<file path="src/rtl/ppu_stat_pkg.sv">
// Shared PPU definitions: register map, mode encoding, STAT layout and line timing.
package ppu_stat_pkg;

  localparam logic [8:0] OAM_END   = 9'd80;
  localparam logic [8:0] XFER_END  = 9'd252;
  localparam logic [7:0] VBLANK_LY = 8'd144;

  typedef enum logic [3:0] {
    REG_LCDC = 4'h0,
    REG_STAT = 4'h1,
    REG_LYC  = 4'h5
  } ppu_reg_t;

  typedef enum logic [1:0] {
    HBLANK = 2'd0,
    VBLANK = 2'd1,
    OAM    = 2'd2,
    XFER   = 2'd3
  } ppu_mode_t;

  typedef struct packed {
    logic      one;
    logic      lyc_sel;
    logic      oam_sel;
    logic      vbl_sel;
    logic      hbl_sel;
    logic      coinc;
    ppu_mode_t mode;
  } stat_t;

  function automatic logic stat_reg_mapped(input logic [3:0] addr);
    return (addr == REG_STAT) || (addr == REG_LYC);
  endfunction

endpackage

</file>
<file path="src/rtl/ppu_stat_mode_decode.sv">
// Combinational lx/ly -> PPU mode; shared with the pixel FIFO.
module ppu_mode_decode
  import ppu_stat_pkg::*;
(
  input  logic [8:0] lx,
  input  logic [7:0] ly,
  output ppu_mode_t  mode
);

  always_comb begin
    if (ly >= VBLANK_LY)     mode = VBLANK;
    else if (lx < OAM_END)   mode = OAM;
    else if (lx < XFER_END)  mode = XFER;
    else                     mode = HBLANK;
  end

endmodule

</file>
<file path="src/rtl/ppu_stat.sv">
// STAT/LYC registers, registered PPU mode and coincidence, STAT/VBlank irq pulses.
module ppu_stat
  import ppu_stat_pkg::*;
(
  input  logic       clk,
  input  logic       rst_n,
  input  logic       lcd_ena,
  input  logic [8:0] lx,
  input  logic [7:0] ly,
  input  logic [3:0] reg_addr,
  input  logic [7:0] reg_in,
  input  logic       reg_write,
  output logic [7:0] reg_out,
  output logic       reg_hit,
  output logic [1:0] mode,
  output logic       stat_irq,
  output logic       vblank_irq
);

  logic [3:0] sel;          // {lyc, oam, vblank, hblank} interrupt selects
  logic [7:0] lyc;
  ppu_mode_t  mode_q;
  ppu_mode_t  mode_next;
  logic       coinc;
  logic       stat_line;
  logic       stat_line_q;
  logic       wr_stat;
  logic       wr_lyc;
  stat_t      stat_rd;

  ppu_mode_decode u_mode_decode (
    .lx   (lx),
    .ly   (ly),
    .mode (mode_next)
  );

  assign wr_stat = reg_write && (reg_addr == REG_STAT);
  assign wr_lyc  = reg_write && (reg_addr == REG_LYC);
  assign reg_hit = stat_reg_mapped(reg_addr);
  assign mode    = mode_q;

  // Evaluated from registered state, so a same-cycle register write is not yet visible.
  assign stat_line = (sel[3] & coinc)
                   | (sel[2] & (mode_q == OAM))
                   | (sel[1] & (mode_q == VBLANK))
                   | (sel[0] & (mode_q == HBLANK));

  assign stat_rd = '{one: 1'b1, lyc_sel: sel[3], oam_sel: sel[2], vbl_sel: sel[1],
                     hbl_sel: sel[0], coinc: coinc, mode: mode_q};

  // NOTE: default assignment first keeps this always_comb free of inferred latches.
  always_comb begin
    reg_out = 8'h00;
    if (reg_addr == REG_STAT)     reg_out = stat_rd;
    else if (reg_addr == REG_LYC) reg_out = lyc;
  end

  // NOTE: non-blocking assignments so every register samples pre-edge values of the others.
  always_ff @(posedge clk or negedge rst_n) begin
    if (!rst_n) begin
      sel         <= 4'h0;
      lyc         <= 8'h00;
      mode_q      <= HBLANK;
      coinc       <= 1'b0;
      stat_line_q <= 1'b0;
      stat_irq    <= 1'b0;
      vblank_irq  <= 1'b0;
    end else begin
      if (wr_stat) sel <= reg_in[6:3];
      if (wr_lyc)  lyc <= reg_in;

      if (lcd_ena) begin
        mode_q      <= mode_next;
        coinc       <= (ly == lyc);
        stat_line_q <= stat_line;
        stat_irq    <= stat_line & ~stat_line_q;
        vblank_irq  <= (mode_next == VBLANK) && (mode_q != VBLANK);
      end else begin
        // Display off: coinc freezes, and the cleared edge history lets re-enable fire once.
        mode_q      <= HBLANK;
        stat_line_q <= 1'b0;
        stat_irq    <= 1'b0;
        vblank_irq  <= 1'b0;
      end
    end
  end

endmodule

</file>
<file path="config.mk">
export PLATFORM = sky130hd
export DESIGN_NAME = ppu_stat
export DESIGN_NICKNAME = d
export VERILOG_FILES = /design/src/rtl/ppu_stat_pkg.sv /design/src/rtl/ppu_stat_mode_decode.sv /design/src/rtl/ppu_stat.sv
export SDC_FILE = /design/constraint.sdc
export NUM_CORES = 1
export LEC_CHECK = 0
export ABC_AREA = 1
export CELL_PAD_IN_SITES_DETAIL_PLACEMENT = 1
export CELL_PAD_IN_SITES_GLOBAL_PLACEMENT = 1
export CORE_MARGIN = 2
export CORE_UTILIZATION = 30
export CTS_CLUSTER_SIZE = 40
export DETAILED_ROUTE_END_ITERATION = 16
export HOLD_SLACK_MARGIN = 0.1
export PLACE_DENSITY = 0.93
export SLEW_MARGIN = 10
export SYNTH_ARGS = -nofsm -noshare
export SYNTH_HDL_FRONTEND = slang
export SYNTH_SLANG_ARGS = --single-unit
export TNS_END_PERCENT = 10
</file>
<file path="constraint.sdc">
create_clock -name clk -period 1.9 [get_ports clk]
set_input_delay 0.38 -clock clk [delete_from_list [all_inputs] [get_ports clk]]
set_output_delay 0.38 -clock clk [all_outputs]
set_load 0.01 [all_outputs]
</file>
# == Word level (Yosys, flattened, before mapping) ==
# Cells that the tools add are included.
# totals
input_bits,33
word_cells,40
mem_bits_rw,0
out_inout_bits,13
romBits,0
mem_count,0
regBits,18
latchBits,0
# op_classes
reduce_logical,5
eq_ne,7
bitwise_logic,9
addsub,0
div_mod_pow,0
multipliers,0
mux,9
shifts,0
n_lt_le_gt_ge,3
# ops
op,n
two-way mux 8 bit,2
"< comparator 9 x 7 -> 1 bit, second input constant",1
"< comparator 9 x 8 -> 1 bit, second input constant",1
== test 8 bit,1
"greater-or-equal comparator 8 bit, second input constant",1
two-way mux 2 bit,4
bitwise AND 1 bit,5
"== test 2 x 1 -> 1 bit, second input constant",2
"== test 4 x 1 -> 1 bit, second input constant",1
"== test 4 x 3 -> 1 bit, second input constant",1
logical AND 1 bit,3
two-way mux 1 bit,3
OR 1 bit,3
"== test 2 bit, second input constant",1
logical NOT 2 bit,1
"inequality test 2 x 1 -> 1 bit, second input constant",1
logical OR 1 bit,1
NOT 1 bit,1

# == Depth between registers and ports, before layout ==
# Gate-level depths: netlist (run 1).
# depth
depth_word,7
mapped_depth,8
depth_no_buf,8

# == Hierarchy ==
# From an unflattened synthesis (run 1), not the netlist that was laid out.
# hier_totals
hier_cells,152
hier_area_um2,1072.3
# by_module_without_submodules
mod,instances,cells_per_inst,seq_area_each_um2,area_each_um2
ppu_stat,1,134,450.4,1001.0
ppu_mode_decode,1,18,0.0,71.3

# == Least setup slack after synthesis (run 1) ==
# No wires, ideal clock.
# synth_path
path_type,input port to output port
from,input port reg_addr[0]
to,output port reg_out[1]
setup_slack_ps,404
path_stages,6
arrival_ps,1116
path_buffers,0
cell_sequence,inv_1 nor2_2 nand2_4 inv_1 nand2_1 o21ai_0
# synth_via
elab_chain_len,3
elab_cells_between_ends,4
cone_classes,eq/ne: 2; mux: 2
# synth_lines
item,line_no,source
"start, declared",ppu_stat.sv:10,"input logic [3:0] reg_addr,"
== test 4 x 3 -> 1 bit,ppu_stat.sv:55,else if (reg_addr == REG_LYC) reg_out = lyc;
two-way mux 8 bit,ppu_stat.sv:55,
two-way mux 8 bit *,ppu_stat.sv:54,if (reg_addr == REG_STAT) reg_out = stat_rd;
"end, declared",ppu_stat.sv:13,"output logic [7:0] reg_out,"
# Every way passes the cells marked *; elsewhere a longest branch is shown, timed or not.

# == Worst setup path after layout (run 1) ==
# layout_path
from,input port reg_addr[0]
to,output port reg_out[4]
# The elaborated chain is that of the path after synthesis.

==> results.txt, run 1 <==
- The number of pins with negative max-slew slack in the final report is 0.
- Hold timing on the final database bottoms out at a slack of approximately 0.39 ns.
- In this run the critical register-to-register path is launched from lyc[0]$_DFFE_PN0P_.
- Number of flip-flops and latches in the synthesized netlist: 18
* Total internal power: a little over 700 uW
* Number of warning messages in the yosys log: 0
- TritonCTS built the clock tree.
- For the pin with the worst max-slew slack, the measured transition is roughly 0.3 ns.
- Sequential share of power: 0.481
- Routed len/inst: ~14 um
- TritonRoute pass-1 iters: 4
* R2r setup slk: 0.88 ns
* Final number of setup-violating endpoints: 0
* Largest net degree at the start of global routing: 19
- Vias: about 1100
- In this run the remaining antenna-violating nets after routing total 0.
- Cell count after synthesis: around 140
- Measured along the x axis, the die boundary spans about 63 um.
- Effective utilization at floorplan: 0.314
- Counting every net in the synthesized netlist gives about 180.
- Fraction of the yosys area taken by sequential cells: 0.430
- Summed over all nets, the half-perimeter wirelength after detailed placement is between 2000 and 3000 um.
* Headroom to the max-slew limit: 0.798
- The netlist uses 22 different library cells.
* Kind of end point of the critical path: output port
- Number of diodes: 0
* Master cell of the clock root buffer: sky130_fd_sc_hd__clkbuf_4
- Biggest fanout along the worst timing path: 5
* Die ar.: a little under 0.004 mm2
- Worst Path Arrival: ~1.3 ns
- Chip height: between 60 and 70 um
- In the final layout, the share of cells above drive strength 1 is 0.219.
- Critical path class: in -> out
- Maximum operating frequency: between 600 and 700 MHz
- Clock-pin slew was measured on the worst setup and hold paths at 0.11 ns.
* Summed instance area of the synthesized netlist: approximately 0.0010 mm2
* Synth Area per Inst: roughly 7.3 um2
- After clock tree synthesis, the flow added hold-fix buffers numbering 0.
- Num CTS Buffers: 3
- Synth area leaders: sky130_fd_sc_hd__dfrtp_1 43%, sky130_fd_sc_hd__nand2_1 16%, sky130_fd_sc_hd__inv_1 9.3%, sky130_fd_sc_hd__o21ai_0 5.3%, sky130_fd_sc_hd__nand3_1 3.8%
* Worst min-delay path class: in -> async
- Post-synth top area cell: sky130_fd_sc_hd__dfrtp_1
- The floorplan step defined a core boundary enclosing 0.00334 mm2.
- The clock net in this run drives a total of 18 sinks.
- Number of max-cap violations: 0
* H-tree lvl count: 1
* Ports placed on the boundary: between 40 and 50
- Routability-driven placement finished with a final weighted congestion of slightly above 0.8.
- Total placed instance area: about 0.0016 mm2
- Total routing resource utilization after global routing: 0.178
* Drc violations: 0
* Final cycle utilization of the critical path: 0.867
* Crit path time final: roughly 1.6 ns
* Power Dens Cells: 638 mW/mm2
* Clock tree skew after final layout: roughly 0.0057 ns
* Antenna violations before repair: 0
* Most common cell after layout, fill and taps aside: sky130_fd_sc_hd__nand2_1
* Switching power share of the total: 0.322
- The detailed router finished its first iteration with between 40 and 50 violations.
- Setup repair after global routing left no endpoint under its margin.
- The analysis attributes to net switching a power of around 340 uW.
* Fin. Hold Viols: 0
- Proportion of power drawn by the clock network: 0.231
* Area share of the largest cell type after synthesis: 0.430
- The area growth from synthesis to layout is 56.2%.
* IR Drop Worst-Case VDD: 0.340 mV
- Number of I/O port buffers: 43
- Nets: 230
- Static Leakage: a little under 0.0009 uW
- Global routing finished with a remaining overflow of 0.
- Commonest non-fill, non-tap cells in the layout: 45 x sky130_fd_sc_hd__nand2_1, 30 x sky130_fd_sc_hd__clkdlybuf4s50_1, 23 x sky130_fd_sc_hd__inv_1, 18 x sky130_fd_sc_hd__dfrtp_1
- Later-pin clock latency in the skew report: roughly 0.3 ns
- Summed negative setup slack over all endpoints: 0 ns
- Detailed-route wire length: 3390 um
* Worst Reg2Reg Path Length in Cells: 7
- No sink is reached through more buffers than the 2 on the longest clock path.
* Finished layout cell area: ~0.0016 mm2
- At the worst endpoint, the required time is 1.52 ns.
- Row cnt: 21
- Worst reg2reg endpoint: coinc$_DFFE_PN0P_
- The share of total power dissipated in combinational logic is 0.288.
- Dividing the detail-routed via count by the number of cells gives between 4 and 5.
* Global-route wire length before repair: ~5700 um
- The flow ran to the end, and the final reports show no timing, DRC or antenna violations.
- Kind of start point of the critical path: input pin
- Number of global-route vias before repair: roughly 1200
-- registers in the layout, indices dropped and copies added, names as in the netlist --
signal / flops
vblank_irq: 1
stat_line_q: 1
coinc: 1
stat_irq: 1
sel: 4
lyc: 8
mode: 2
-- worst max-delay path, cell delays in order --
cell and delay [ns]:
sky130_fd_sc_hd__dlymetal6s2s_1 0.11, sky130_fd_sc_hd__inv_2 0.05, sky130_fd_sc_hd__nor2_4 0.12, sky130_fd_sc_hd__nand2_4 0.10, sky130_fd_sc_hd__nor2_8 0.16, sky130_fd_sc_hd__inv_6 0.06, sky130_fd_sc_hd__o21ai_4 0.16, sky130_fd_sc_hd__buf_6 0.12
-- worst max-delay path by stage --
stage,startpoint,endpoint,slack (ns),cells after the start
2_1_floorplan,reg_addr[0],reg_out[1],0.40,6
3_3_place_gp,reg_addr[0],reg_out[6],-0.57,8
3_5_place_dp,reg_addr[0],reg_out[6],-0.60,8
4_1_cts,reg_addr[0],reg_out[3],-0.25,8
5_1_grt,mode[0]$_DFF_PN0_,mode[0],0.20,1
6_report,reg_addr[0],reg_out[4],0.25,8
-- timing repair --
item                       4_1_cts  5_1_grt
setup endpoints to repair        9        8
pin swaps                        0        4
gates cloned                     0        0
setup buffers                    0        1
gates resized for setup         31       23
-- layout make-up --
| type | count | area [um2] |
|---|---|---|
| Timing Repair Buffer | 50 | 460 |
| Tap cell | 46 | 57.6 |
| Fill cell | 444 | 1700 |
| Inverter | 28 | 110 |
| Sequential cell | 18 | 450 |
| Clock buffer | 4 | 36.3 |
| Multi-Input combinational cell | 96 | 520 |
-- kinds of logic (layout without fill, tap and decap cells) --
family          count (synthesis)  in the layout  synth area share
buf+inv                        29             82             0.111
flops                          18             18             0.430
simple gates                   73             73             0.323
compound gates                 22             22             0.128
xor+xnor                        1              1           0.00836
-- power groups by stage --
stage,clock network (uW),logic [uW],registers [uW]
finish,241,301,502
global route,269,343,509
CTS,246,293,502
detailed placement,0,292,509
global placement,0,281,504
floorplan,0,145,492
-- routing by layer --
| metal | share of wire | track usage | up-vias |
|---|---|---|---|
| met5 | 0 | 0 | - |
| met4 | 0.013 | 0.0417 | 0 |
| met3 | 0.041 | 0.0321 | 4 |
| met2 | 0.52 | 0.323 | 27 |
| met1 | 0.43 | 0.217 | 530 |
| li1 | - | - | 546 |
-- metrics by stage --
stage          cells  power, uW  setup slack [ns]  utilization
2_1_floorplan    143        637             0.404            -
3_3_place_gp     237        785            -0.572        0.470
3_5_place_dp     237        801            -0.602        0.470
4_1_cts          241       1040            -0.246        0.480
5_1_grt          242       1120             0.196        0.490
6_report         242       1040             0.252        0.490
-- synthesized netlist by cell type, drive strengths merged --
library cell,number
o22ai,2
a21oi,2
nor2,11
a31oi,1
o211ai,1
nand4,1
xor2,1
nand2,51
nand3,8
nor3,2
inv,28
dfrtp,18
o21ai,15
buf,1
o21bai,1
Power figures use the tool's default switching activity.
==> inputs of run 2 (changes only) <==
--- a/config.mk
+++ b/config.mk
@@ -5,15 +5,14 @@
 export SDC_FILE = /design/constraint.sdc
 export NUM_CORES = 1
 export LEC_CHECK = 0
-export ABC_AREA = 1
 export CELL_PAD_IN_SITES_DETAIL_PLACEMENT = 1
 export CELL_PAD_IN_SITES_GLOBAL_PLACEMENT = 1
 export CORE_MARGIN = 2
-export CORE_UTILIZATION = 30
+export CORE_UTILIZATION = 32
 export CTS_CLUSTER_SIZE = 40
 export DETAILED_ROUTE_END_ITERATION = 16
 export HOLD_SLACK_MARGIN = 0.1
-export PLACE_DENSITY = 0.93
+export PLACE_DENSITY_LB_ADDON = 0.05
 export SLEW_MARGIN = 10
 export SYNTH_ARGS = -nofsm -noshare
 export SYNTH_HDL_FRONTEND = slang
==> run 2 against run 1 <==
Compared with the run above: combinational power is 1% higher; highest routed layer unchanged; wire length fell by 23%; die area is 12% lower; critical endpoint is now reg_out[0]; clock-buffer cell count is the same; clock power grew 3%; worst setup slack worse by 0.14 ns; maximum frequency decreased by 7.9%; core utilization rose by 3.1 points; via count down 26%; first-iteration DRC count decreased by 74%; power is 2.4% higher.
==> results.txt, run 2 <==
- Vias: 818 (-26%)
* Row cnt: 20 (-4.8%)
* Overall overflow remaining after global route: 0 (unchanged)
- Cell count after synthesis: 80 (-44%)
- The area of the mapped netlist came to 977 um2 (-6.7%).
* Start of the worst register-to-register path: mode[0]$_DFF_PN0_
- The largest buffer count on any clock path was 2 (unchanged).
- The critical path goes through dlygate4sd2_1 -> or3b_4 -> buf_6 -> nor2_4 -> buf_2.
- The total die area came to 0.00351 mm2 (-12%).
* Crit path time final: 1.79 ns (+0.141 ns)
- The number of maximum-capacitance constraint violations came to 0 (unchanged).
- Critical path class: in -> out
- Top register by number of flip-flops: lyc
* Primary FF master, synth: sky130_fd_sc_hd__dfrtp_1
* Worst Reg2Reg Path Length in Cells: 3 (-4)
- The largest total area in the synthesized netlist belongs to sky130_fd_sc_hd__dfrtp_1.
- TritonCTS built the clock tree.
- Power, Total: 1070 uW (+2.4%)
* Finished layout cell area: 0.00155 mm2 (-5.1%)
* Commonest non-fill, non-tap cells in the layout: 30 x sky130_fd_sc_hd__clkdlybuf4s50_1, 18 x sky130_fd_sc_hd__dfrtp_1, 12 x sky130_fd_sc_hd__mux2_2, 9 x sky130_fd_sc_hd__buf_2, 8 x sky130_fd_sc_hd__xor2_1
- The sequential cell area fraction in the yosys report is 0.461 (+0.0308).
* Max FFs per register: 8 (unchanged)
- The met3 layer usage reported by global route was 0.0306 (-0.00158).
- The maximum clock rate came to 559 MHz (-7.9%).
- Later-pin clock latency in the skew report: 0.30 ns (about the same)
* Number of diodes: 0 (unchanged)
* Kind of start point of the critical path: input pin
* Total number of cells along the worst setup path: 5 (-3)
- Ranked by instance count, the synthesized netlist is headed by 18 x sky130_fd_sc_hd__dfrtp_1, 12 x sky130_fd_sc_hd__mux2_2, 8 x sky130_fd_sc_hd__mux2i_1, 8 x sky130_fd_sc_hd__nor2_1, 8 x sky130_fd_sc_hd__xor2_1.
- CTS clk-pin slew, worst paths: 0.11 ns (about the same)
* Kind of end point of the critical path: output port
- Crit path buffers/inverters: 3 (-1)
- The flow ran to the end, and the final reports show no timing, DRC or antenna violations.
* Static Leakage: 0.000715 uW (-19%)
* Total routing resource utilization after global routing: 0.156 (-0.0217)
- Remaining number of nets flagged by the antenna check after routing: 0 (unchanged)
* Headroom to the max-slew limit: 0.672 (-0.126)
* Die width: 59.3 um (-6.1%)
- The starting density of the core is 0.328 (+0.0143).
* R2r setup slk: 0.74 ns (-0.14 ns)
- Source of the critical timing path: reg_addr[3]
- Post-cts hold buffer count: 0 (unchanged)
- Yosys attributes the largest share of cell area to sky130_fd_sc_hd__dfrtp_1 46%, sky130_fd_sc_hd__mux2_2 14%, sky130_fd_sc_hd__mux2i_1 8.2%, sky130_fd_sc_hd__xor2_1 7.2%, sky130_fd_sc_hd__nor2_1 3.1%.
- Worst min-delay path class: in -> async
- Count of flip-flops with a built-in enable after synthesis: 0 (unchanged)
- Clock tree skew after final layout: 0.000396 ns (-0.00527 ns)
- The number of port buffers came to 43 (unchanged).
* Chip height: 59.3 um (-6.1%)
* Share of cells above drive strength 1: 0.336 (+0.116)
* TritonRoute pass-1 iters: 3 (-1)
- The yosys synthesis warning count is 0 (unchanged).
- Met2 Use GR: 0.268 (-0.0547)
- The number of global-route vias before repair was 854 (-29%).
* Most used routing layer in global routing: met2
- The count of state elements after synthesis came to 18 (unchanged).
- Compared with the post-synthesis result, the final layout area differs by 58.8%.
- The maximum number of pins on one net before global-route repair is 19 (unchanged).
- Setup repair after global routing left no endpoint under its margin.
* Final Slew Violations: 0 (unchanged)
- Family of cells with the greatest summed delay on the critical path: buffers and inverters
- The final worst-path cycle share is 0.941 (+0.0741).
- Ports placed on the boundary: 46 (unchanged)
* Antenna violations before repair: 0 (unchanged)
* Vias/cell: 4.90 (+7.1%)
- The worst-case vdd ir drop was 0.406 mV (+20%).
- Total core area: 0.00298 mm2 (-11%)
- H-tree lvl count: 1 (unchanged)
- The largest fanout on the critical path came to 5 (unchanged).
- The pin slew with the least headroom to its limit came to 0.488 ns (+0.186 ns).
- The number of design rule violations left after detail routing was 0 (unchanged).
* Detailed-route wire length: 2630 um (-23%)
* Total number of clock tree sinks: 18 (unchanged)
- Detailed Place HPWL: 1880 um (-29%)
* Worst Path Arrival: 1.41 ns (+0.14 ns)
* Synth Area per Inst: 12.2 um2 (+67%)
* Power Dens Cells: 689 mW/mm2 (+7.9%)
- Global-route met1 utilization: 0.189 (-0.0286)
* Nets: 168 (-27%)
- Routed len/inst: 15.7 um (+12%)
- Routability cong.: 0.739 (-10%)
* Number of DRC markers after the initial detailed-route iteration: 11 (-74%)
- The critical path required time was 1.52 ns (about the same).
- Distinct cell type count of the synthesized netlist: 26 (+18%)
- Total placed instance area: 0.00147 mm2 (-6.1%)
* Area share of the largest cell type after synthesis: 0.461 (+0.0308)
- The fraction of registers with async set/reset was 1.00 (unchanged).
- Fin. Hold Viols: 0 (unchanged)
- Final number of setup-violating endpoints: 0 (unchanged)
- Global-route wire length before repair: 3910 um (-31%)
- The cell sitting at the root of the clock tree is a sky130_fd_sc_hd__clkbuf_4.
- Largest stage delay, worst path: 0.41 ns (+0.25 ns)
* Num CTS Buffers: 3 (unchanged)
- The library cell used most frequently in the layout, excluding fill and tap cells, is sky130_fd_sc_hd__clkdlybuf4s50_1.
* Cell with the largest stage delay on the worst path: sky130_fd_sc_hd__or3b_4
* Library cell with the highest instance count after synthesis: sky130_fd_sc_hd__dfrtp_1
- The number of nets produced by synthesis came to 113 (-36%).
## run 2: cell types whose count changed in the layout (fill, tap and decap cells not counted), sizes merged, moves of 7 or more
cell | previous run | this run
xor2 | 1 | 8
nand2 | 51 | 1
mux2i | 0 | 8
mux2 | 0 | 12
o21ai | 15 | 0
nand3 | 8 | 1
inv | 28 | 4
## run 2: cell type report
type                       instances  area [um2]
fill                             329        1430
multi-input combinational         56         519
timing repair buffer              52         489
sequential                        18         450
tap                               33        41.3
clock buffer                       4        36.3
inverter                           4        15.0
## run 2: power by group
| part | internal (uW) | switching (uW) |
|---|---|---|
| Combinational | 189 | 116 |
| Sequential | 452 | 63.3 |
| Clock | 117 | 131 |
## run 2: layer usage
metal  wire length (um)  up-vias  part of all wire
met5                  0        -                 0
met4                 20        0            0.0076
met3                138        2             0.053
met2               1370       24              0.52
met1               1090      393              0.42
li1                   -      399                 -
## run 2: through the flow
stage / setup TNS [ns] / setup WS, ns / hold WS [ns] / std cells / utilization
final: 0 / 0.112 / 0.399 / 167 / 0.521
after global routing: 0 / 0.0598 / 0.414 / 167 / 0.521
after CTS: 0 / 0.0114 / 0.402 / 164 / 0.504
after detailed placement: -8.08 / -0.539 / 0.499 / 159 / 0.495
after global placement: -7.29 / -0.505 / 0.474 / 159 / 0.495
after floorplan: 0 / 0.277 / 0.0844 / 80 / -
## run 2: logic make-up (layout without fill, tap and decap cells)
family                 count (synthesis)  count (layout)  synth area share
AO/OA/AOI/OAI                         10              10            0.0845
AND/OR/NAND/NOR                       18              18             0.120
buffers and inverters                  6              60            0.0422
flip-flops                            18              18             0.461
multiplexers                          20              20             0.220
XOR/XNOR                               8               8            0.0717
## run 2: what timing repair did
action	4_1_cts	5_1_grt
gates resized for setup	50	2
endpoints found under the setup margin	13	1
pin swaps	1	0
gates cloned	1	1
endpoints found under the hold margin	0	0
setup buffers	0	2
## run 2: final timing paths
check | to
setup / recovery | reg_out[0]
hold / removal | stat_irq$_DFF_PN0_
setup reg to reg | stat_irq$_DFF_PN0_
hold reg to reg | stat_irq$_DFF_PN0_
max in group asynchronous | lyc[6]$_DFFE_PN0P_
min in group clk | stat_irq$_DFF_PN0_
==> inputs of run 3 (changes only) <==
--- a/config.mk
+++ b/config.mk
@@ -11,6 +11,7 @@
 export CORE_UTILIZATION = 32
 export CTS_CLUSTER_SIZE = 40
 export DETAILED_ROUTE_END_ITERATION = 16
+export GPL_TIMING_DRIVEN = 0
 export HOLD_SLACK_MARGIN = 0.1
 export PLACE_DENSITY_LB_ADDON = 0.05
 export SLEW_MARGIN = 10
==> run 3 against run 2 <==
Compared with the run above: clock power decreased by 25%; global-route usage increased by 0.15 points; clock skew rose by 0.0023 ns; largest cell class unchanged; largest power group unchanged; power down 8.3%; critical path depth up 1; highest routed layer unchanged; sequential cell count did not move.
==> results.txt, run 3 (synthesized netlist as in run 2, its figures left out) <==
- Status: finished, final reports clean
* Later-pin clock latency in the skew report: 0.29 ns (about the same)
- The number of antenna violations at the first check in global routing was 0 (unchanged).
- The sum of overflow across all layers after global routing was 0 (unchanged).
* Routability cong.: 0.803 (+8.7%)
- The clock-pin slew reported for the worst setup and hold paths after clock tree synthesis was 0.10 ns (about the same).
* End of the worst hold path: stat_irq$_DFF_PN0_
- The share of cells above drive strength 1 came to 0.299 (-0.0366).
- The die boundary height was 59.3 um (unchanged).
- The clock sink count was 18 (unchanged).
- Row cnt: 20 (unchanged)
* Worst hold path depth: 2
- Ports placed on the boundary: 46 (unchanged)
* Detailed Place HPWL: 1910 um (+1.7%)
- In this run the clock root is driven by a sky130_fd_sc_hd__clkbuf_4.
* Tightest Pin Transition: 0.841 ns (+0.352 ns)
- Drc violations: 0 (unchanged)
* Kind of end point of the critical path: register
- The clock skew came to 0.00267 ns (+0.00228 ns).
* Number of global-route vias before repair: 828 (-3.0%)
* Hold Crit Start: stat_line_q$_DFF_PN0_
* Die width: 59.3 um (unchanged)
- The starting density of the core came to 0.328 (unchanged).
* Remaining number of nets flagged by the antenna check after routing: 0 (unchanged)
- The number of vias after detailed routing is 798 (-2.4%).
- Fin. Hold Viols: 0 (unchanged)
* Top register by number of flip-flops: lyc
- The wire length per cell was 15.3 um (-2.6%).
* Number of DRC markers after the initial detailed-route iteration: 11 (unchanged)
- The global routing usage summed across all routing layers was 0.158 (+0.00154).
- The largest fanout on the critical path was 5 (unchanged).
- The total wire length came to 2450 um (-6.7%).
- Kind of start point of the critical path: input pin
- The tightest slew margin relative to the limit came to 0.438 (-0.234).
- H-tree lvl count: 1 (unchanged)
- Number of buffers on the longest clock path: 2 (unchanged)
* Critical path class: in -> reg
* Num CTS Buffers: 3 (unchanged)
* Static Leakage: 0.000662 uW (-7.4%)
* Maximum operating frequency: 566 MHz (+1.2%)
- Final number of setup-violating endpoints: 0 (unchanged)
- Final cycle utilization of the critical path: 0.930 (-0.0113)
* TritonRoute pass-1 iters: 4 (+1)
- Worst Path Arrival: 1.95 ns (+0.54 ns)
- Finished layout cell area: 0.00146 mm2 (-6.0%)
- Final Slew Violations: 0 (unchanged)
- The area growth from synthesis to layout is 49.3%.
- TritonCTS built the clock tree.
* IR Drop Worst-Case VDD: 0.412 mV (+1.5%)
- RSZ-0062 raised after global routing: no
- Power Dens Cells: 672 mW/mm2 (-2.5%)
* Worst min-delay path class: reg -> reg
- Worst reg2reg endpoint: coinc$_DFFE_PN0P_
* Max FFs per register: 8 (unchanged)
* Number of max-cap violations: 0 (unchanged)
- The top cell types in the final layout, fill and taps aside, are 30 x sky130_fd_sc_hd__clkdlybuf4s50_1, 18 x sky130_fd_sc_hd__dfrtp_1, 12 x sky130_fd_sc_hd__mux2_2.
* Nets: 162 (-3.6%)
- The maximum number of pins on one net before global-route repair came to 19 (unchanged).
* Total placed instance area: 0.00144 mm2 (-2.3%)
- Total core area: 0.00298 mm2 (unchanged)
- Post-cts hold buffer count: 0 (unchanged)
* Die ar.: 0.00351 mm2 (unchanged)
- Worst Reg2Reg Path Length in Cells: 3 (unchanged)
* Most common cell after layout, fill and taps aside: sky130_fd_sc_hd__clkdlybuf4s50_1
* Number of I/O port buffers: 42 (-2.3%)
* Crit path time final: 1.77 ns (-0.0214 ns)
- The critical path required time is 2.08 ns (+0.56 ns).
- Global-route wire length before repair: 3960 um (+1.4%)
* Start of the worst register-to-register path: lyc[1]$_DFFE_PN0P_
* Number of diodes: 0 (unchanged)
- The setup slack on the worst flop-to-flop path is 0.75 ns (about the same).
- The number of vias per cell after detailed routing was 4.99 (+1.8%).
- The total power is 980 uW (-8.3%).
==> run 3: cell count changes in the layout (fill, tap and decap cells not counted), sizes merged <==
cell | previous run | this run
clkbuf | 5 | 3
dlymetal6s2s | 1 | 0
buf | 17 | 13
==> run 3: worst max-delay path, cell delays in order <==
cell and delay, ns:
sky130_fd_sc_hd__dlygate4sd2_1 0.23, sky130_fd_sc_hd__or3b_4 0.40, sky130_fd_sc_hd__buf_6 0.15, sky130_fd_sc_hd__buf_4 0.14, sky130_fd_sc_hd__nor3b_4 0.28, sky130_fd_sc_hd__mux2_2 0.37
==> run 3: layer usage <==
layer / wire length, um / part of all wire / track usage
met2: 1250 / 0.51 / 0.270
met1: 1030 / 0.42 / 0.193
met4: 23 / 0.0094 / 0.0390
met3: 145 / 0.059 / 0.0480
met5: 0 / 0 / 0
==> run 3: final cells by class <==
cell class,instances,area [um2]
fill,328,1520
multi-input combinational,56,507
sequential,18,450
timing repair buffer,44,397
tap,33,41.3
buffer,2,26.3
clock buffer,3,22.5
inverter,4,15.0
==> run 3: worst max path at each step <==
stage / startpoint / to / depth (start not counted)
floorplan: reg_addr[1] / sel[0]$_DFFE_PN0P_ / 4
global placement: reg_addr[0] / reg_out[2] / 5
detailed placement: reg_addr[0] / reg_out[2] / 5
CTS: reg_addr[3] / reg_out[7] / 5
global route: reg_addr[3] / sel[0]$_DFFE_PN0P_ / 6
finish: reg_addr[3] / sel[0]$_DFFE_PN0P_ / 6
==> run 3: stage by stage <==
step	setup slack (ns)	TNS [ns]	instances	hold WS, ns	utilization
final	0.133	0	160	0.503	0.490
after global routing	0.0805	0	160	0.531	0.490
after CTS	0.117	0	160	0.512	0.490
after detailed placement	-0.576	-6.67	155	0.495	0.483
after global placement	-0.486	-5.98	155	0.475	0.483
after floorplan	0.277	0	80	0.0844	-
==> run 3: where the power goes <==
group | leakage, uW | switching, uW | total, uW | internal [uW]
logic | 0.000421 | 107 | 281 | 173
registers | 0.000227 | 60.9 | 513 | 452
clock network | 0.0000138 | 112 | 186 | 73.7
total | 0.000662 | 281 | 980 | 699
==> run 3: timing repair <==
item / 4_1_cts / 5_1_grt
setup endpoints to repair: 9 / 0
setup buffers: 1 / 0
resized for setup: 49 / 0
